$ cat src/rtl/fetch_pkg.sv
// Shared types and constants for the instruction-fetch front end.
package fetch_pkg;

    localparam int FETCH_XLEN = 32;
    localparam int PC_STEP    = 4;

    typedef enum logic {
        IDLE = 1'b0,
        RUN  = 1'b1
    } fetch_state_e;

    typedef struct packed {
        logic [FETCH_XLEN-1:0] pc;
        logic [FETCH_XLEN-1:0] instr;
    } fetch_entry_t;

endpackage

$ cat src/rtl/fetch_queue.sv
// DEPTH-entry FIFO of fetch entries with flush; DEPTH must be a power of two so
// the read/write pointers wrap naturally.
module fetch_queue
    import fetch_pkg::*;
#(
    parameter int  DEPTH   = 4,
    parameter type entry_t = fetch_entry_t,
    localparam int AW      = $clog2(DEPTH),
    localparam int CW      = AW + 1
) (
    input  logic          clk,
    input  logic          rst,
    input  logic          push,
    input  entry_t        wdata,
    input  logic          pop,
    input  logic          flush,
    output entry_t        head,
    output logic [CW-1:0] count,
    output logic          empty
);

    entry_t        mem [DEPTH];
    logic [AW-1:0] rd_ptr;
    logic [AW-1:0] wr_ptr;
    logic          full;
    logic          do_push;
    logic          do_pop;

    assign empty   = (count == '0);
    assign full    = (count == CW'(DEPTH));
    assign do_pop  = pop & ~empty;
    // A pop frees the slot this cycle, so a push into a full queue is legal then.
    assign do_push = push & (~full | do_pop);
    assign head    = mem[rd_ptr];

    always_ff @(posedge clk or posedge rst) begin
        if (rst) begin
            rd_ptr <= '0;
            wr_ptr <= '0;
            count  <= '0;
        end else if (flush) begin
            rd_ptr <= '0;
            wr_ptr <= '0;
            count  <= '0;
        end else begin
            if (do_push) wr_ptr <= wr_ptr + AW'(1);
            if (do_pop)  rd_ptr <= rd_ptr + AW'(1);
            count <= count + CW'(do_push) - CW'(do_pop);
        end
    end

    always_ff @(posedge clk) begin
        if (do_push && !flush) mem[wr_ptr] <= wdata;
    end

endmodule

$ cat src/rtl/fetch_unit.sv
// Instruction-fetch front end: PC ownership, credit-limited memory requests, response
// queueing and redirect flush. Defining FETCH_PERF_EN adds fetched/stall perf counters.
//
// state | meaning
// IDLE  | no requests issued; responses still accepted, queue still drains to decode
// RUN   | requests issued whenever queue + in-flight leaves a free slot
module fetch_unit
    import fetch_pkg::*;
#(
    parameter int              XLEN     = FETCH_XLEN,
    parameter int              QDEPTH   = 4,
    parameter logic [XLEN-1:0] RESET_PC = '0
) (
    input  logic            clk_i,
    input  logic            rst_i,
    input  logic            start_i,
    output logic            imem_req_o,
    output logic [XLEN-1:0] imem_addr_o,
    input  logic            imem_gnt_i,
    input  logic            imem_rvalid_i,
    input  logic [XLEN-1:0] imem_rdata_i,
    output logic            instr_valid_o,
    output logic [XLEN-1:0] instr_o,
    output logic [XLEN-1:0] pc_o,
    input  logic            instr_ready_i,
    input  logic            redirect_i,
    input  logic [XLEN-1:0] redirect_pc_i
`ifdef FETCH_PERF_EN
    ,
    output logic [31:0]     perf_fetched_o,
    output logic [31:0]     perf_stall_o
`endif
);

    localparam int CW = $clog2(QDEPTH) + 1;

    typedef struct packed {
        logic [XLEN-1:0] pc;
        logic [XLEN-1:0] instr;
    } entry_t;

    fetch_state_e    state, state_nx;
    logic [XLEN-1:0] fetch_pc;
    logic [XLEN-1:0] rsp_pc;
    logic [XLEN-1:0] redirect_pc;
    logic [CW-1:0]   outstanding;
    logic [CW-1:0]   discard;
    logic [CW-1:0]   q_count;
    logic [CW:0]     in_flight;
    logic            q_empty;
    logic            credit_ok;
    logic            grant;
    logic            push;
    logic            pop;
    entry_t          q_head;
    entry_t          push_entry;

    assign in_flight   = {1'b0, q_count} + {1'b0, outstanding};
    assign credit_ok   = in_flight < (CW + 1)'(QDEPTH);
    assign redirect_pc = {redirect_pc_i[XLEN-1:2], 2'b00};
    assign grant       = imem_req_o & imem_gnt_i;
    assign push        = imem_rvalid_i & ~redirect_i & (discard == '0);
    assign pop         = instr_valid_o & instr_ready_i;
    assign push_entry  = '{pc: rsp_pc, instr: imem_rdata_i};

    assign imem_addr_o   = fetch_pc;
    assign instr_valid_o = ~q_empty;
    assign instr_o       = q_empty ? '0 : q_head.instr;
    assign pc_o          = q_empty ? '0 : q_head.pc;

    always_ff @(posedge clk_i or posedge rst_i) begin
        if (rst_i) state <= IDLE;
        else       state <= state_nx;
    end

    always_comb begin
        state_nx   = state;
        imem_req_o = 1'b0;
        case (state)
            IDLE: if (start_i) state_nx = RUN;
            RUN: begin
                if (!start_i) state_nx = IDLE;
                imem_req_o = credit_ok & ~redirect_i;
            end
            default: state_nx = IDLE;
        endcase
    end

    always_ff @(posedge clk_i or posedge rst_i) begin
        if (rst_i) begin
            fetch_pc    <= RESET_PC;
            rsp_pc      <= RESET_PC;
            outstanding <= '0;
            discard     <= '0;
        end else if (redirect_i) begin
            // Everything still in flight belongs to the old path; a response landing
            // now is already dropped, so it is not counted again.
            fetch_pc    <= redirect_pc;
            rsp_pc      <= redirect_pc;
            outstanding <= outstanding - CW'(imem_rvalid_i);
            discard     <= outstanding - CW'(imem_rvalid_i);
        end else begin
            if (grant) fetch_pc <= fetch_pc + XLEN'(PC_STEP);
            if (push)  rsp_pc   <= rsp_pc + XLEN'(PC_STEP);
            outstanding <= outstanding + CW'(grant) - CW'(imem_rvalid_i);
            if (imem_rvalid_i && discard != '0) discard <= discard - CW'(1);
        end
    end

    fetch_queue #(
        .DEPTH  (QDEPTH),
        .entry_t(entry_t)
    ) u_queue (
        .clk  (clk_i),
        .rst  (rst_i),
        .push (push),
        .wdata(push_entry),
        .pop  (pop),
        .flush(redirect_i),
        .head (q_head),
        .count(q_count),
        .empty(q_empty)
    );

`ifdef FETCH_PERF_EN
    logic stall_cycle;
    assign stall_cycle = (state == RUN) & ~credit_ok & ~redirect_i;

    always_ff @(posedge clk_i or posedge rst_i) begin
        if (rst_i) begin
            perf_fetched_o <= '0;
            perf_stall_o   <= '0;
        end else begin
            if (pop && perf_fetched_o != '1)       perf_fetched_o <= perf_fetched_o + 32'd1;
            if (stall_cycle && perf_stall_o != '1) perf_stall_o   <= perf_stall_o + 32'd1;
        end
    end
`endif

endmodule

$ cat config.mk
export PLATFORM = sky130hd
export DESIGN_NAME = fetch_unit
export DESIGN_NICKNAME = d
export VERILOG_FILES = /design/src/rtl/fetch_pkg.sv /design/src/rtl/fetch_queue.sv /design/src/rtl/fetch_unit.sv
export SDC_FILE = /design/constraint.sdc
export NUM_CORES = 1
export LEC_CHECK = 0
export CELL_PAD_IN_SITES_DETAIL_PLACEMENT = 0
export CELL_PAD_IN_SITES_GLOBAL_PLACEMENT = 2
export CORE_MARGIN = 2
export CORE_UTILIZATION = 41
export DETAILED_ROUTE_END_ITERATION = 7
export PLACE_DENSITY_LB_ADDON = 0.05
export RECOVER_POWER = 100
export SYNTH_ARGS = -nofsm -noshare
export SYNTH_HDL_FRONTEND = slang
export SYNTH_SLANG_ARGS = --single-unit
$ cat constraint.sdc
create_clock -name clk_i -period 3.7 [get_ports clk_i]
set_input_delay 0.37 -clock clk_i [delete_from_list [all_inputs] [get_ports clk_i]]
set_output_delay 0.37 -clock clk_i [all_outputs]
set_load 0.05 [all_outputs]
==> results_dict.tcl, run 1 <==
set metrics [dict create \
    tritoncts.num_buffers 36 \
    status "finished with violations" \
    layout_commonest_cell "sky130_fd_sc_hd__edfxtp_1" \
    clock.fmax_mhz 289.4 \
    worst-slew-pin-transition_ps 2005 \
    die_h_um 186.7 \
    gp_congestion 0.7467 \
    hold_ws_ps 402.4 \
    numPlacedInstances 1418 \
    ordered_list_of_cells_on_the_worst_path "clkbuf_4 -> mux4_2 -> and2_0 -> clkdlybuf4s50_1" \
    effective_utilization_at_floorplan 0.4185 \
    hpwlAfterDp_um 18920 \
    vdd.ir_drop.worst_uv 296.2 \
    avgRoutedWirePerCell_um 19.89 \
    unrepaired_setup_endpoints_after_global_routing "false" \
    critical_path.endpoint_type "primary output" \
    finalMaxSlewViolations 75 \
    route.final.wire_length_um 29510 \
    fp.coreArea_um2 32700 \
    cap_viol_max_count 1 \
    regToRegSetupSlack_ps 430 \
    total_power_w 0.01150 \
    layout.cells.most_common_list "248 x sky130_fd_sc_hd__edfxtp_1, 115 x sky130_fd_sc_hd__dlygate4sd3_1, 72 x sky130_fd_sc_hd__dfrtp_1" \
    number_of_buffer_and_inverter_stages_on_the_critical_path 2 \
    postCtsResizedCells 0 \
    static-leakage-power_nw 5.877 \
    clkSinkCount 322 \
    required_ps 3330 \
    first_iter_violations 339 \
    finalNetCount 1103 \
    timing.max_slew.rel_slack -0.3366 \
    final.setup_skew_ps 21.24 \
    synth-warning-count 0 \
    power_per_cell_area_nw_per_um2 678.7 \
    n_antenna_cell 0 \
    synth.yosys.seq_area_share 0.6794 \
    syn_avg_cell_area_um2 16.37 \
    post_cts_buffers 0 \
    dr_total_vias 7761 \
    first_pass_iters 4 \
    path_delay_family "buffers and inverters" \
    grt_pass1_wl_um 46170 \
    cts.clk_slew.worst_paths_ps 50 \
    grt_remaining_overflow 0 \
    synth_enable_flop_cells 248 \
    io_pins 169 \
    synth_cells 836 \
    grt_antenna_before_repair 0 \
    chipWidth_um 186.7 \
    synth_top_flop_cell "sky130_fd_sc_hd__edfxtp_1" \
    number_of_synthesized_register_bits 322 \
    cts_hold_buffers 0 \
    cpMaxStageDelayCell "sky130_fd_sc_hd__clkdlybuf4s50_1" \
    post_route_cells_drive_above_1_share 0.1555 \
    totalNegativeSetupSlack_ps 0 \
    grt_pass1_vias 8211 \
    final_cells 1484 \
    final-hold-violation-count 0 \
    cp.arrival_ps 3090 \
    post_synth_instance_area_um2 13690 \
    synthArstFlopShare 0.2298 \
    cts-root-to-sink-buffers 3 \
    design.die.area_um2 34860 \
    timing.final.setup_violations 0 \
    worstSetupPathType "flop to primary output" \
    tritoncts "built" \
    row_count 66 \
    drc 0 \
    routed_via_density 5.230 \
    failed_checks "max-capacitance violations, max-slew violations" \
    path_max_fanout 20 \
    grt_use_total 0.1685 \
    synth.distinct_cells 54 \
    route.antenna.remaining_nets 0 \
    crit_path_launch_type "flop" \
    grt_start_max_net_pins 75 \
    port_buffers 162 \
    clock_tree_root "sky130_fd_sc_hd__clkbuf_16" \
    critPathMaxStageDelay_ps 750 \
    cts_max_level 2 \
    area.growth.synth_to_final_pct 23.80 \
    hold_path.class "input port to flop" \
    post-route-period-util 0.9339 \
    period_needed_ps 3456 \
    insertion_delay_ps 510 \
]
==> per-layer routing <==
layer	routed length [um]	up-vias	GRT usage	share of wire
li1	-	3565	-	-
met1	13360	3966	0.2294	0.45
met2	14510	192	0.2828	0.49
met3	1210	38	0.02990	0.041
met4	433	0	0.04060	0.015
met5	0	-	0	0
==> synthesized netlist by cell type (18+ instances only) <==
cell type	count	area share
sky130_fd_sc_hd__nor2_1	18	0.0049
sky130_fd_sc_hd__edfxtp_1	248	0.54
sky130_fd_sc_hd__dfrtp_1	74	0.14
sky130_fd_sc_hd__nand4_1	27	0.012
sky130_fd_sc_hd__o21ai_0	32	0.012
sky130_fd_sc_hd__nand3_1	23	0.0084
sky130_fd_sc_hd__xnor2_1	26	0.017
sky130_fd_sc_hd__nand2_1	44	0.012
sky130_fd_sc_hd__and2_1	71	0.032
sky130_fd_sc_hd__clkbuf_1	18	0.0049
sky130_fd_sc_hd__mux4_2	62	0.10
sky130_fd_sc_hd__xor2_1	22	0.014
sky130_fd_sc_hd__inv_1	19	0.0052
sky130_fd_sc_hd__mux2_2	20	0.016
==> per-stage QoR <==
step           worst slack (ps)  area (um^2)    util
3_3_place_gp              739.5        15900  0.4863
5_1_grt                   77.04        16950  0.5182
3_5_place_dp              741.3        15900  0.4863
6_report                  244.5        16950  0.5182
2_1_floorplan             541.9        13700       -
4_1_cts                   222.8        17060  0.5216
==> registers in the layout, indices dropped and copies added, names as in the netlist <==
signal,flops
u_queue.mem,248
imem_addr_o,30
rsp_pc,30
discard,3
outstanding,3
u_queue.count,3
u_queue.rd_ptr,2
u_queue.wr_ptr,2
state,1
==> worst paths after layout <==
path	startpoint	end	cells after the start
min in group asynchronous	rst_i	outstanding[0]	3
setup / recovery	u_queue.rd_ptr[0]	pc_o[3]	4
max in group asynchronous	rst_i	u_queue.rd_ptr[0]	3
setup reg to reg	discard[0]	u_queue.mem[0][2]	7
hold / removal	redirect_i	u_queue.wr_ptr[1]	4
hold reg to reg	outstanding[2]	outstanding[2]	1
==> final cells by class <==
type | count | area [um^2]
Fill cell | 2753 | 15760
Sequential cell | 322 | 9304
Multi-Input combinational cell | 452 | 4100
Timing Repair Buffer | 181 | 1753
Clock buffer | 45 | 997.2
Tap cell | 442 | 553.0
Clock inverter | 21 | 158.9
Inverter | 21 | 78.83
==> cells by family (layout without fill, tap and decap cells) <==
family	Yosys count	after routing	synth area share
flip-flops	322	322	0.6794
other	1	4	0.0002740
adder cells (fa/ha/maj)	18	18	0.01755
multiplexers	84	84	0.1199
AO/OA/AOI/OAI	65	65	0.02980
AND/OR/NAND/NOR	233	233	0.1014
buffers and inverters	65	268	0.02093
XOR/XNOR	48	48	0.03072
==> worst min-delay path: stages <==
cell and delay (ps):
sky130_fd_sc_hd__clkbuf_1 130, sky130_fd_sc_hd__nor3_1 190, sky130_fd_sc_hd__nand2_1 120, sky130_fd_sc_hd__o31ai_1 50
==> where the power goes <==
group / switching, W / total (W) / internal [W] / leakage (nW)
registers: 0.000283 / 0.00443 / 0.00415 / 3.13
logic: 0.00226 / 0.00366 / 0.00139 / 2.19
clock network: 0.00136 / 0.00341 / 0.00205 / 0.565
total: 0.00390 / 0.0115 / 0.00760 / 5.88
(Power assumes the default switching activity.)
==> run 2, diff against run 1 <==
Settings changed: CELL_PAD_IN_SITES_DETAIL_PLACEMENT 0 to unset, CELL_PAD_IN_SITES_GLOBAL_PLACEMENT 2 to unset, CORE_UTILIZATION 41 to 45, CTS_CLUSTER_SIZE set to 25.
Clock period 3.7 ns to 3.75 ns, I/O delays scaled along.
==> run 2 against run 1 <==
- the run still ends with max-capacitance violations, max-slew violations left
- first-iteration DRC count is 33% higher
- register-to-register slack barely moved
- final area down 0.52%
- global-route usage is 1.4 points higher
- sequential power fell by 2%
- via count down 0.91%
- die area fell by 8.7%
- critical path type unchanged
- largest cell class unchanged
==> results_dict.tcl, run 2 (synthesized netlist as in run 1, its figures left out) <==
set metrics [dict create \
    totalNegativeSetupSlack_ps 0 \
    layout_commonest_cell "sky130_fd_sc_hd__edfxtp_1" \
    static-leakage-power_nw 5.906 \
    cts_max_level 2 \
    power_report.internal_total_w 0.007372 \
    die_h_um 178.4 \
    final-hold-violation-count 0 \
    cts_hold_buffers 0 \
    dr_total_vias 7690 \
    timing.final.setup_violations 0 \
    cts-root-to-sink-buffers 3 \
    fp.coreArea_um2 29800 \
    cts.clk_slew.worst_paths_ps 60 \
    power_per_cell_area_nw_per_um2 663.8 \
    insertion_delay_ps 510 \
    tritoncts "built" \
    cpMaxStageDelayCell "sky130_fd_sc_hd__dlygate4sd3_1" \
    grt_start_max_net_pins 65 \
    first_iter_violations 452 \
    registers.top_by_ff_count "u_queue.mem" \
    gp_congestion 0.7962 \
    critPathMaxStageDelay_ps 780 \
    clock_tree_root "sky130_fd_sc_hd__clkbuf_16" \
    row_count 63 \
    hold_path.class "input port to flop" \
    design.die.area_um2 31830 \
    failed_checks "max-capacitance violations, max-slew violations" \
    path_max_fanout 23 \
    port_buffers 162 \
    grt_pass1_wl_um 44460 \
    combinationalPowerShare 0.321 \
    avgRoutedWirePerCell_um 19.55 \
    required_ps 3380 \
    chipWidth_um 178.4 \
    first_pass_iters 5 \
    final.setup_skew_ps 19.37 \
    p_clk_frac 0.290 \
    routed_via_density 5.359 \
    critical_path.endpoint_type "primary output" \
    p_sw_frac 0.3412 \
    period_needed_ps 3418 \
    post_cts_buffers 0 \
    effective_utilization_at_floorplan 0.4594 \
    worst-slew-pin-transition_ps 1740 \
    cp.arrival_ps 3040 \
    status "finished with violations" \
    timing.max_slew.rel_slack -0.1611 \
    finished_layout_cell_area_um2 16860 \
    post-route-period-util 0.9114 \
    io_pins 169 \
    grt_antenna_before_repair 0 \
    grt_remaining_overflow 0 \
    route.antenna.remaining_nets 0 \
    hpwlAfterDp_um 17920 \
    post_route_cells_drive_above_1_share 0.1579 \
    grt_pass1_vias 7903 \
    largest_register_ffs 248 \
    grt_use_total 0.1826 \
    seqPwrFrac 0.390 \
    finalNetCount 1109 \
    ordered_list_of_cells_on_the_worst_path "buf_4 -> mux4_2 -> and2_1 -> dlygate4sd3_1" \
    n_antenna_cell 0 \
    layout.cells.most_common_list "248 x sky130_fd_sc_hd__edfxtp_1, 128 x sky130_fd_sc_hd__dlygate4sd3_1, 72 x sky130_fd_sc_hd__dfrtp_1" \
    vdd.ir_drop.worst_uv 269.7 \
    post_detailed_placement_cell_area_um2 15880 \
    drc 0 \
    unrepaired_setup_endpoints_after_global_routing "false" \
    route.final.wire_length_um 28060 \
    area.growth.synth_to_final_pct 23.16 \
    clock.fmax_mhz 292.6 \
    total_switching_power_w 0.003818 \
    crit_path_launch_type "flop" \
    worstSetupPathType "flop to primary output" \
    tritoncts.num_buffers 36 \
    finalMaxSlewViolations 44 \
    clkSinkCount 322 \
    postCtsResizedCells 0 \
    cap_viol_max_count 1 \
    total_power_w 0.01119 \
]
-- run 2: cell types whose count changed in the layout (fill, tap and decap cells not counted), moves of 2 or more --
cell | before | now
sky130_fd_sc_hd__clkdlybuf4s50_1 | 46 | 33
sky130_fd_sc_hd__dlygate4sd3_1 | 115 | 128
sky130_fd_sc_hd__clkbuf_1 | 10 | 18
sky130_fd_sc_hd__clkinv_1 | 12 | 5
sky130_fd_sc_hd__and2_0 | 6 | 1
sky130_fd_sc_hd__and2_1 | 64 | 67
sky130_fd_sc_hd__and2_2 | 1 | 3
sky130_fd_sc_hd__buf_12 | 2 | 4
sky130_fd_sc_hd__clkbuf_4 | 3 | 1
sky130_fd_sc_hd__inv_6 | 1 | 3
-- run 2: area by class of cell --
cell class	instances	area, um^2
Sequential cell	322	9304
Multi-Input combinational cell	452	4095
Inverter	21	78.83
Timing Repair Buffer	187	1805
Clock buffer	47	973.4
Clock inverter	16	112.6
Fill cell	2408	12940
Tap cell	390	488.0
-- run 2: layer usage --
metal / GRT usage / part of all wire / vias up
met3: 0.03367 / 0.054 / 32
met5: 0 / 0 / -
met2: 0.3028 / 0.48 / 218
met1: 0.2542 / 0.45 / 3852
met4: 0.03726 / 0.013 / 0
li1: - / - / 3588
-- run 2: metrics by stage --
stage	cells	utilization	worst slack [ps]	hold WS, ps
floorplan	839	-	591.9	406.4
global placement	1372	0.5330	754.9	510.9
detailed placement	1372	0.5330	738.0	518.6
CTS	1435	0.5695	314.7	266.7
global route	1435	0.5658	154.5	408.5
finish	1435	0.5658	332.4	394.9
-- run 2: worst paths after layout --
| path | startpoint | end | slack (ps) | cells past startpoint |
|---|---|---|---|---|
| setup / recovery | u_queue.rd_ptr[0] | pc_o[31] | 330 | 4 |
| hold / removal | redirect_i | u_queue.wr_ptr[0] | 390 | 3 |
| setup reg to reg | discard[0] | u_queue.mem[3][29] | 430 | 7 |
| hold reg to reg | outstanding[2] | outstanding[2] | 520 | 1 |
| max in group asynchronous | rst_i | u_queue.wr_ptr[1] | 1550 | 3 |
| min in group asynchronous | rst_i | outstanding[0] | 860 | 2 |
-- run 2: critical path: cells and delay by family (launching register included) --
kind | cells | cell delay [ps]
flip-flops | 1 | 740
multiplexers | 1 | 510
AND/OR/NAND/NOR | 1 | 160
buffers and inverters | 2 | 1100
-- run 2: power groups by stage --
stage / registers (W) / logic, W / clock network (W)
2_1_floorplan: 0.00444 / 0.00256 / 0
3_3_place_gp: 0.00443 / 0.00381 / 0
4_1_cts: 0.00437 / 0.00383 / 0.00333
5_1_grt: 0.00441 / 0.00386 / 0.00348
6_report: 0.00436 / 0.00359 / 0.00324
3_5_place_dp: 0.00444 / 0.00382 / 0
==> run 3, diff against run 2 <==
Settings changed: CTS_BUF_LIST set to sky130_fd_sc_hd__clkbuf_16.
Clock period 3.75 ns to 2.8 ns, I/O delays scaled along.
==> run 3 against run 2 <==
- the flow now finishes without violations
- setup slack lost 260 ps
- critical path depth is the same
- combinational power grew 36%
- critical endpoint is now pc_o[18]
- cell count grew 0.49%
- die area is the same
==> results_dict.tcl, run 3 (synthesized netlist as in run 1, its figures left out) <==
set metrics [dict create \
    route.final.wire_length_um 28500 \
    hold_ws_ps 287.9 \
    row_count 63 \
    grt_pass1_wl_um 44420 \
    reg2reg_from "u_queue.count[1]" \
    worstSetupPathType "flop to primary output" \
    hpwlAfterDp_um 18030 \
    timing.reg2reg.worst_path_depth 11 \
    io_pins 169 \
    cap_viol_max_count 0 \
    gp_congestion 0.7520 \
    area.growth.synth_to_final_pct 22.43 \
    combinationalPowerShare 0.327 \
    path_max_fanout 13 \
    tritoncts "built" \
    final.setup_skew_ps 8.491 \
    first_pass_iters 4 \
    largest_register_ffs 248 \
    effective_utilization_at_floorplan 0.4594 \
    power_per_cell_area_nw_per_um2 892.6 \
    post-route-period-util 0.9756 \
    power_report.internal_total_w 0.009811 \
    cts_max_level 2 \
    cts_hold_buffers 0 \
    worst-slew-pin-transition_ps 1144 \
    dpl_worst_slack_ps 99.47 \
    required_ps 2520 \
    drc 0 \
    seqPwrFrac 0.390 \
    status "complete, no violations" \
    n_antenna_cell 0 \
    insertion_delay_ps 500 \
    routed_via_density 5.361 \
    route.antenna.remaining_nets 0 \
    layout_commonest_cell "sky130_fd_sc_hd__edfxtp_1" \
    design.die.area_um2 31830 \
    clock.fmax_mhz 366.1 \
    grt_start_max_net_pins 57 \
    period_needed_ps 2732 \
    chipWidth_um 178.4 \
    grt_remaining_overflow 0 \
    p_clk_frac 0.284 \
    finalNetCount 1117 \
    timing.max_slew.rel_slack 0.2372 \
    cts.clk_slew.worst_paths_ps 60 \
    registers.top_by_ff_count "u_queue.mem" \
    post_route_cells_drive_above_1_share 0.2110 \
    clock_tree_root "sky130_fd_sc_hd__clkbuf_16" \
    final-hold-violation-count 0 \
    fillCellCount 2385 \
    grt_use_total 0.1827 \
    first_iter_violations 435 \
    tritoncts.num_buffers 36 \
    avgRoutedWirePerCell_um 19.76 \
    r2r_end "outstanding[2]" \
    vdd.ir_drop.worst_uv 425.9 \
    regToRegSetupSlack_ps 160 \
    crit_path_launch_type "flop" \
    static-leakage-power_nw 5.938 \
    dr_total_vias 7731 \
    finalMaxSlewViolations 0 \
    clkSinkCount 322 \
    port_buffers 162 \
    critical_path.endpoint_type "primary output" \
    finished_layout_cell_area_um2 16760 \
    grt_pass1_vias 7912 \
    total_switching_power_w 0.005147 \
    post_detailed_placement_cell_area_um2 15870 \
    p_sw_frac 0.3441 \
    cts-root-to-sink-buffers 3 \
    cp.arrival_ps 2450 \
    unrepaired_setup_endpoints_after_global_routing "true" \
    grt_antenna_before_repair 0 \
    finalWorstSetupSlack_ps 68.29 \
    hold_path.class "input port to async pin" \
    die_h_um 178.4 \
    timing.final.setup_violations 0 \
    layout.cells.most_common_list "248 x sky130_fd_sc_hd__edfxtp_1, 72 x sky130_fd_sc_hd__dfrtp_1, 66 x sky130_fd_sc_hd__and2_1" \
    fp.coreArea_um2 29800 \
]
==> run 3: power groups by stage <==
stage / clock (W) / sequential, W / combinational [W]
after detailed placement: 0 / 0.00593 / 0.00502
after CTS: 0.00437 / 0.00582 / 0.00502
final: 0.00424 / 0.00583 / 0.00489
after global routing: 0.00456 / 0.00588 / 0.00524
after floorplan: 0 / 0.00594 / 0.00344
after global placement: 0 / 0.00593 / 0.00500
==> run 3: what timing repair did <==
item,CTS,global route
resized for setup,12,1
hold endpoints to repair,0,0
cloned,0,1
pin swaps,0,2
endpoints found under the setup margin,55,35
buffers inserted,2,0
==> run 3: layout make-up <==
type	instances	area, um^2	share of cell area
flip-flops and latches	322	9304	0.5552
multi-input cells	452	4089	0.2440
repair buffers	195	1733	0.1034
clock buffers	37	925.9	0.05525
well taps	390	488.0	0.02912
clock inverters	25	138.9	0.008288
inverters	21	78.83	0.004704
==> run 3: worst max path at each step <==
stage                            startpoint             end  slack, ps
after CTS                 u_queue.rd_ptr[0]         pc_o[8]          1
after detailed placement   u_queue.count[2]  outstanding[2]        100
after floorplan            u_queue.count[2]  outstanding[2]        -30
after global placement     u_queue.count[2]  outstanding[2]        140
after global routing      u_queue.rd_ptr[0]     instr_o[23]        -30
final                     u_queue.rd_ptr[0]        pc_o[18]         70
==> run 3: worst max-delay path, cell delays in order (launching register included) <==
cell and delay [ps]:
sky130_fd_sc_hd__dfrtp_4 630, sky130_fd_sc_hd__buf_4 220, sky130_fd_sc_hd__mux4_2 500, sky130_fd_sc_hd__and2_1 170, sky130_fd_sc_hd__dlygate4sd2_1 420
==> run 3: routing by layer <==
metal  GRT usage  vias up  wire (um)
met2      0.2907      222      13320
met1      0.2629     3877      13120
met5           0        -          0
met3     0.03133       36       1537
met4     0.04675        0        518
li1            -     3596          -
==> run 3: per-stage QoR <==
stage / power, W / utilization / TNS [ps] / std cells
2_1_floorplan: 0.009387 / - / -26.47 / 839
3_3_place_gp: 0.01094 / 0.5327 / 0 / 1377
3_5_place_dp: 0.01096 / 0.5327 / 0 / 1377
4_1_cts: 0.01521 / 0.5684 / 0 / 1441
5_1_grt: 0.01568 / 0.5624 / -99.40 / 1442
6_report: 0.01496 / 0.5624 / 0 / 1442
